File: config.mk
export PLATFORM = sky130hd
export DESIGN_NAME = rv32i_rf_alu
export DESIGN_NICKNAME = d
export VERILOG_FILES = /design/src/rtl/rv32i_rf_alu.sv
export SDC_FILE = /design/constraint.sdc
export NUM_CORES = 2
export LEC_CHECK = 0
export ABC_AREA = 1
export CAP_MARGIN = 10
export CELL_PAD_IN_SITES_DETAIL_PLACEMENT = 0
export CELL_PAD_IN_SITES_GLOBAL_PLACEMENT = 1
export CORE_MARGIN = 1.5
export CORE_UTILIZATION = 47
export CTS_BUF_LIST = sky130_fd_sc_hd__clkbuf_2
export CTS_CLUSTER_DIAMETER = 120
export DETAILED_ROUTE_END_ITERATION = 8
export GPL_ROUTABILITY_DRIVEN = 0
export PLACE_DENSITY = 0.82
export SLEW_MARGIN = 25
export SYNTH_ARGS = -nofsm -noshare
export SYNTH_HDL_FRONTEND = slang
export SYNTH_SLANG_ARGS = --single-unit
File: constraint.sdc
create_clock -name clk -period 47.7 [get_ports clk]
set_clock_uncertainty 0.1 [all_clocks]
set_input_delay 9.54 -clock clk [delete_from_list [all_inputs] [get_ports clk]]
set_output_delay 9.54 -clock clk [all_outputs]
set_load 0.1 [all_outputs]
File: src/rtl/rv32i_rf_alu.sv
// RV32I integer datapath slice: 32x32 register file (2R/1W) and a combinational OP/OP-IMM ALU.
// Define RF_BYPASS_EN to forward same-cycle write data to a matching read port.
module rv32i_rf_alu #(
  parameter logic [31:0] REG_RESET_VAL = 32'h0000_0000
) (
  input  logic        clk,
  input  logic        reset,
  input  logic [4:0]  reg1_address,
  input  logic [4:0]  reg2_address,
  input  logic        write_enable,
  input  logic [4:0]  write_address,
  input  logic [31:0] write_data,
  output logic [31:0] reg1_data,
  output logic [31:0] reg2_data,
  input  logic [6:0]  opcode,
  input  logic [2:0]  funct3,
  input  logic [6:0]  funct7,
  input  logic [11:0] imm,
  input  logic [4:0]  shamt,
  output logic [31:0] alu_out
);

  localparam logic [6:0] OPC_OP     = 7'b0110011;
  localparam logic [6:0] OPC_OP_IMM = 7'b0010011;

  // x0 has no storage; it is hardwired to zero on both read ports.
  logic [31:0] regs [1:31];

  always_ff @(posedge clk or posedge reset) begin
    if (reset) begin
      for (int i = 1; i < 32; i++) regs[i] <= REG_RESET_VAL;
    end else if (write_enable && (write_address != 5'd0)) begin
      regs[write_address] <= write_data;
    end
  end

  always_comb begin
    reg1_data = '0;
    if (reg1_address != 5'd0) reg1_data = regs[reg1_address];
`ifdef RF_BYPASS_EN
    if (write_enable && (write_address != 5'd0) && (reg1_address == write_address))
      reg1_data = write_data;
`endif
  end

  always_comb begin
    reg2_data = '0;
    if (reg2_address != 5'd0) reg2_data = regs[reg2_address];
`ifdef RF_BYPASS_EN
    if (write_enable && (write_address != 5'd0) && (reg2_address == write_address))
      reg2_data = write_data;
`endif
  end

  logic               is_op;
  logic               is_op_imm;
  logic        [31:0] op_b;
  logic        [4:0]  sh;
  logic signed [31:0] a_s;
  logic signed [31:0] b_s;
  logic signed [31:0] sra_s;

  // Only funct7[5] distinguishes operations; the remaining bits are don't-care.
  logic unused_funct7;
  assign unused_funct7 = ^{funct7[6], funct7[4:0]};

  always_comb begin
    is_op     = (opcode == OPC_OP);
    is_op_imm = (opcode == OPC_OP_IMM);
    op_b      = is_op_imm ? {{20{imm[11]}}, imm} : reg2_data;
    sh        = is_op_imm ? shamt : reg2_data[4:0];
    a_s       = reg1_data;
    b_s       = op_b;
    sra_s     = a_s >>> sh;
  end

  always_comb begin
    alu_out = '0;
    if (is_op || is_op_imm) begin
      case (funct3)
        3'b000:  alu_out = (is_op && funct7[5]) ? (reg1_data - op_b) : (reg1_data + op_b);
        3'b001:  alu_out = reg1_data << sh;
        3'b010:  alu_out = {31'd0, (a_s < b_s)};
        3'b011:  alu_out = {31'd0, (reg1_data < op_b)};
        3'b100:  alu_out = reg1_data ^ op_b;
        3'b101:  alu_out = funct7[5] ? sra_s : (reg1_data >> sh);
        3'b110:  alu_out = reg1_data | op_b;
        default: alu_out = reg1_data & op_b;
      endcase
    end
  end

endmodule

Word level (Yosys, flattened, before mapping)

Index checks and enable logic that the tools add are counted.

Flip-flop bits (word level): 992
Input port bits: 84
Logic and storage cells: 81

Add/sub/neg operators: 2
Order comparisons: 6
Eq/ne operators: 8
Shift operators: 3
Multiplexer cells: 17
Bitwise gates (word level): 6
Reductions and logical operators: 8

Operator list:

| kind                                                                         | count |
|---|---|
| 992-bit bitwise mux                                                          | 1 |
| 32-bit 2-to-1 mux                                                            | 11 |
| 32-bit binary-select mux with 5-bit select                                   | 2 |
| 32-bit case mux with 7 select lines                                          | 1 |
| 32-bit demux with 5-bit select                                               | 1 |
| 32-bit less-than comparator                                                  | 2 |
| 32-bit adder                                                                 | 1 |
| 32-bit bitwise AND                                                           | 1 |
| 32-bit OR                                                                    | 1 |
| 32-bit by 5-bit << shifter with 32-bit output                                | 1 |
| 32-bit by 5-bit right shift with 32-bit output                               | 1 |
| 32-bit by 5-bit >>> shifter with 32-bit output                               | 1 |
| 32-bit subtractor                                                            | 1 |
| 32-bit bitwise XOR                                                           | 1 |
| 6-bit >= comparator, second input constant                                   | 3 |
| 5-bit NOT with 6-bit output                                                  | 3 |
| 5-bit nonzero test                                                           | 3 |
| 3-bit equality test, second input constant                                   | 3 |
| 7-bit by 5-bit equality test with 1-bit output, second input constant        | 1 |
| 7-bit by 6-bit equality test with 1-bit output, second input constant        | 1 |
| 3-bit by 2-bit equality test with 1-bit output, second input constant        | 2 |
| 6-bit by 1-bit less-than comparator with 1-bit output, second input constant | 1 |
| 5-bit 2-to-1 mux                                                             | 1 |
| 3-bit by 1-bit equality test with 1-bit output, second input constant        | 1 |
| other kinds (3)                                                              | 5 |

Logic depth before layout (Yosys ltp)

Depth in word-level cells: 10
Depth in mapped cells: 35
Gate-level depth less buffers: 32

Least setup slack after synthesis

OpenSTA, ideal clock, no wires.

Kind: input-to-output
From: in reg2_address[0]
To: out alu_out[26]
Arrival time: 16655 ps
Data required time: 38060 ps
Slack: 21405 ps
Stages: 28
Cells stage by stage: inv_2 buf_2 buf_2 buf_2 buf_2 clkbuf_1 nand2_1 nand3_1 o211ai_1 nand3_1 nand2_1 o21ai_0 a21oi_1 ha_1 clkbuf_1 inv_1 a21oi_1 o21ai_0 nor2_1 nand3_1 a21o_1 a21oi_1 xor2_1 nand2_1 nand3_1 nand2_1 nor2_1 a21oi_1

Cells in the longest elaborated chain, start to end: 10
Elaborated cells on any way between the ends: 20
Classes of those cells: add/sub (2); shift (3); mux (10); bitwise (4); reduce/logical (1)

RTL lines:

| item                                                     | RTL line | text |
|---|---|---|
| start: declaration                                       | 9        | `input logic [4:0] reg2_address,` |
| 5-bit NOT with 6-bit output (not written as such)        | 48       | `if (reg2_address != 5'd0) reg2_data = regs[reg2_address];` |
| 32-bit binary-select mux with 5-bit select               | 48       |  |
| 32-bit 2-to-1 mux (not written as such) (2 in a row)     | 48       |  |
| 32-bit 2-to-1 mux (*)                                    | 48       |  |
| net reg2_data[17]                                        | 14       | `output logic [31:0] reg2_data,` |
| 32-bit 2-to-1 mux (*)                                    | 70       | `op_b = is_op_imm ? {{20{imm[11]}}, imm} : reg2_data;` |
| 32-bit adder / 32-bit subtractor (equally long branches) | 81       | `3'b000: alu_out = (is_op && funct7[5]) ? (reg1_data - op_b) : (reg1_data + op_b);` |
| 32-bit 2-to-1 mux (*)                                    | 81       |  |
| 32-bit case mux with 7 select lines (*)                  | 80       | `case (funct3)` |
| 32-bit 2-to-1 mux (*)                                    | 79       | `if (is_op \|\| is_op_imm) begin` |
| end: declaration                                         | 20       | `output logic [31:0] alu_out` |

Mark *: on every way through the listed nets, which the timed path passes. The rest lies on a longest branch. The select of a mux whose other input is x is not followed.

Worst setup path in the final report

From: in reg1_address[3]
To: out alu_out[31]

Cells in the longest elaborated chain, start to end: 9
Elaborated cells on any way between the ends: 18
Classes of those cells: add/sub (2); shift (3); mux (8); bitwise (4); reduce/logical (1)

RTL lines:

| item                                                 | RTL line | text |
|---|---|---|
| start: declaration                                   | 8        | `input logic [4:0] reg1_address,` |
| 5-bit NOT with 6-bit output (not written as such)    | 39       | `if (reg1_address != 5'd0) reg1_data = regs[reg1_address];` |
| 32-bit binary-select mux with 5-bit select           | 39       |  |
| 32-bit 2-to-1 mux (not written as such) (2 in a row) | 39       |  |
| 32-bit 2-to-1 mux (*)                                | 39       |  |
| 32-bit adder, or another cell as far along           | 81       |  |
| 32-bit 2-to-1 mux, on equally long branches          | 81, 86   |  |
| 32-bit case mux with 7 select lines (*)              | 80       |  |
| 32-bit 2-to-1 mux (*)                                | 79       |  |

Mark *: on every way between the ends. The rest lies on a longest branch, timed or not. The select of a mux whose other input is x is not followed.

==> impl_metrics.json <==
{
  "drc_errors": 0,
  "clock_path_buffers": 4,
  "cp.arrival_ns": 18.70,
  "cts_buffers": 297,
  "drive_gt1_share_pct": 7.33,
  "core_um2": 132000,
  "design_area_um2": 67300,
  "cts_setup_buffers": 0,
  "crit_type": "in2out",
  "holdCritStartpoint": "regs[551]",
  "htree_levels": 5,
  "path_common_cell": "nand2_1",
  "grt_pass1_wl_mm": 409,
  "synth_largest_area_cell": "dfrtp_1",
  "synth_nets": 9311,
  "max-vdd-ir-drop_mv": 0.0157,
  "max_freq_mhz": 35.3,
  "power_leakage_nw": 31.0,
  "rows": 133,
  "timing.final.ws_setup_ns": 19.36,
  "grt_max_degree": 171,
  "worst_path_largest_cell_delay_ns": 1.20,
  "cts_tree": "yes",
  "synthFlopType": "dfrtp_1",
  "io_pins": 180,
  "placed_area_um2": 64700,
  "async_flop_share_pct": 100,
  "post-route-period-util_pct": 59.4,
  "largest-register": "regs",
  "largest_reg_flops": 992,
  "period_needed_ns": 28.34,
  "reg2reg_depth": 2,
  "finalMaxSlewViolations": 0,
  "drt_first_pass_iters": 7,
  "nNetsFinal": 9153,
  "crit_fanout": 36,
  "antenna_found_initial": 11,
  "cts_hold_buf": 0,
  "drt-total-wl_mm": 278,
  "maxSlewHeadroom_pct": 19.0,
  "cp-start-kind": "input pin",
  "finalNonFillerCells": 10928,
  "power.density_nw_per_um2": 37.4,
  "place_inst": 10424,
  "hold_end": "regs[551]",
  "r2r-end": "regs[894]",
  "synth-seq-cells": 992,
  "dpl.hpwl_mm": 160,
  "vias": 67520,
  "dr.first_iter.drc_count": 9815,
  "drtAntennaViolNets": 0,
  "root_buffer": "clkbuf_2",
  "final_cell_mix": "2,301 x nand2_1, 1,670 x o21ai_0, 992 x dfrtp_1, 724 x nand3_1, 689 x a21oi_1",
  "io_buffer_count": 173,
  "fin_setup_tns_ns": 0,
  "clk_pin_slew_worst_paths_ns": 0.08,
  "netlist_area_um2": 62600,
  "cp-end-kind": "output pin",
  "routedWlPerCell_um": 25.5,
  "hold_class": "reg2reg",
  "synth_top_area_share_pct": 39.7,
  "drv_cap": 0,
  "rsz0062_at_grt": "no",
  "yosysWarnings": 0,
  "die_h_um": 368,
  "grt_pass1_vias": 62953,
  "die_w_um": 368,
  "post-place-ws_ns": 19.96,
  "timing.hold.ws_ns": 0.387,
  "viasPerCell": 6.18,
  "area_growth_pct": 7.54,
  "worst_slew_pin_slew_ns": 1.22,
  "cts_resized": 0,
  "critPathSlowestCell": "clkdlybuf4s50_1",
  "cp_top_family": "buffers and inverters",
  "required_ns": 38.06,
  "status": "finished clean",
  "finalHoldViolations": 0,
  "syn_inst": 9129,
  "overflow": 0,
  "ys_types": 55,
  "syn_area_per_cell_um2": 6.86,
  "path_buf_inv": 10,
  "p_total_mw": 2.52,
  "synth_area_leaders": "dfrtp_1 40%, nand2_1 14%, o21ai_0 13%, nand3_1 5.8%, a21oi_1 5.5%",
  "die_area_um2": 135000,
  "top_regs": "regs x992",
  "finalCoreUtilization_pct": 51.1,
  "r2r-start": "regs[894]",
  "worstHoldPathCells": 2,
  "start_util_pct": 47.5,
  "setup_viol_count_final": 0,
  "synth_edf_count": 0,
  "gr-usage-all-layers_pct": 40.2,
  "final_common_cell": "nand2_1",
  "clkSinkCount": 992,
  "ys_seq_area_share_pct": 39.7,
  "clk-insertion-delay-late_ns": 1.69,
  "ff2ff_setup_slack_ns": 46.82
}
worst max path at each step:
stage                         start     endpoint  cells after the start
detailed placement  reg1_address[3]  alu_out[31]                     28
CTS                 reg1_address[3]  alu_out[31]                     28
floorplan                     reset      regs[0]                      1
global placement    reg1_address[3]  alu_out[31]                     28
finish              reg1_address[3]  alu_out[31]                     28
global route        reg1_address[3]  alu_out[31]                     28
synthesized netlist by cell type (20+ instances only):
library cell,n
o211ai_1,249
nor2_1,663
nor3_1,28
buf_1,39
ha_1,96
dfrtp_1,992
nand3_1,724
nand4_1,64
buf_4,20
a21oi_1,689
nand2_1,2329
buf_2,164
o21ai_0,1672
a22oi_1,26
o22ai_1,57
inv_1,584
xor2_1,24
clkbuf_1,510
cell families (layout without fill, tap and decap cells):
group / count (synthesis) / in the layout / share of synthesized area (%)
AO/OA/AOI/OAI: 2821 / 2821 / 24.4
flip-flops: 992 / 992 / 39.7
buffers and inverters: 1340 / 1368 / 8.55
AND/OR/NAND/NOR: 3854 / 3854 / 25.1
other: 0 / 16 / 0
adder cells (fa/ha/maj): 98 / 98 / 1.98
XOR/XNOR: 24 / 24 / 0.336
area by class of cell:
cell class,count,area [um2]
timing repair buffer,281,2690
fill,13557,64500
inverter,602,2300
antenna,16,40.0
clock inverter,48,240
clock buffer,437,2190
tap,1755,2200
sequential,992,24800
multi-input combinational,6797,32800
layer usage:
| metal | routed length [um] | part of all wire, % | track usage, % | vias to the layer above |
|---|---|---|---|---|
| met2 | 119000 | 43 | 60.2 | 4340 |
| li1 | - | - | - | 30449 |
| met3 | 33300 | 12 | 11.2 | 990 |
| met1 | 107000 | 38 | 51.2 | 31735 |
| met5 | 40 | 0.014 | 0 | - |
| met4 | 18800 | 6.8 | 25.1 | 6 |
power breakdown:
| group | internal, mW | switching (mW) | leakage [nW] |
|---|---|---|---|
| logic | 0.230 | 0.535 | 16.4 |
| registers | 1.00 | 0.114 | 12.6 |
| clock network | 0.250 | 0.388 | 1.94 |
worst register-to-register path: cells and delay by family (launching register included):
kind	cells	cell delay, ns
AO/OA/AOI/OAI	1	0.13
AND/OR/NAND/NOR	1	0.07
flip-flops	1	0.41
Power figures use the tool's default switching activity.
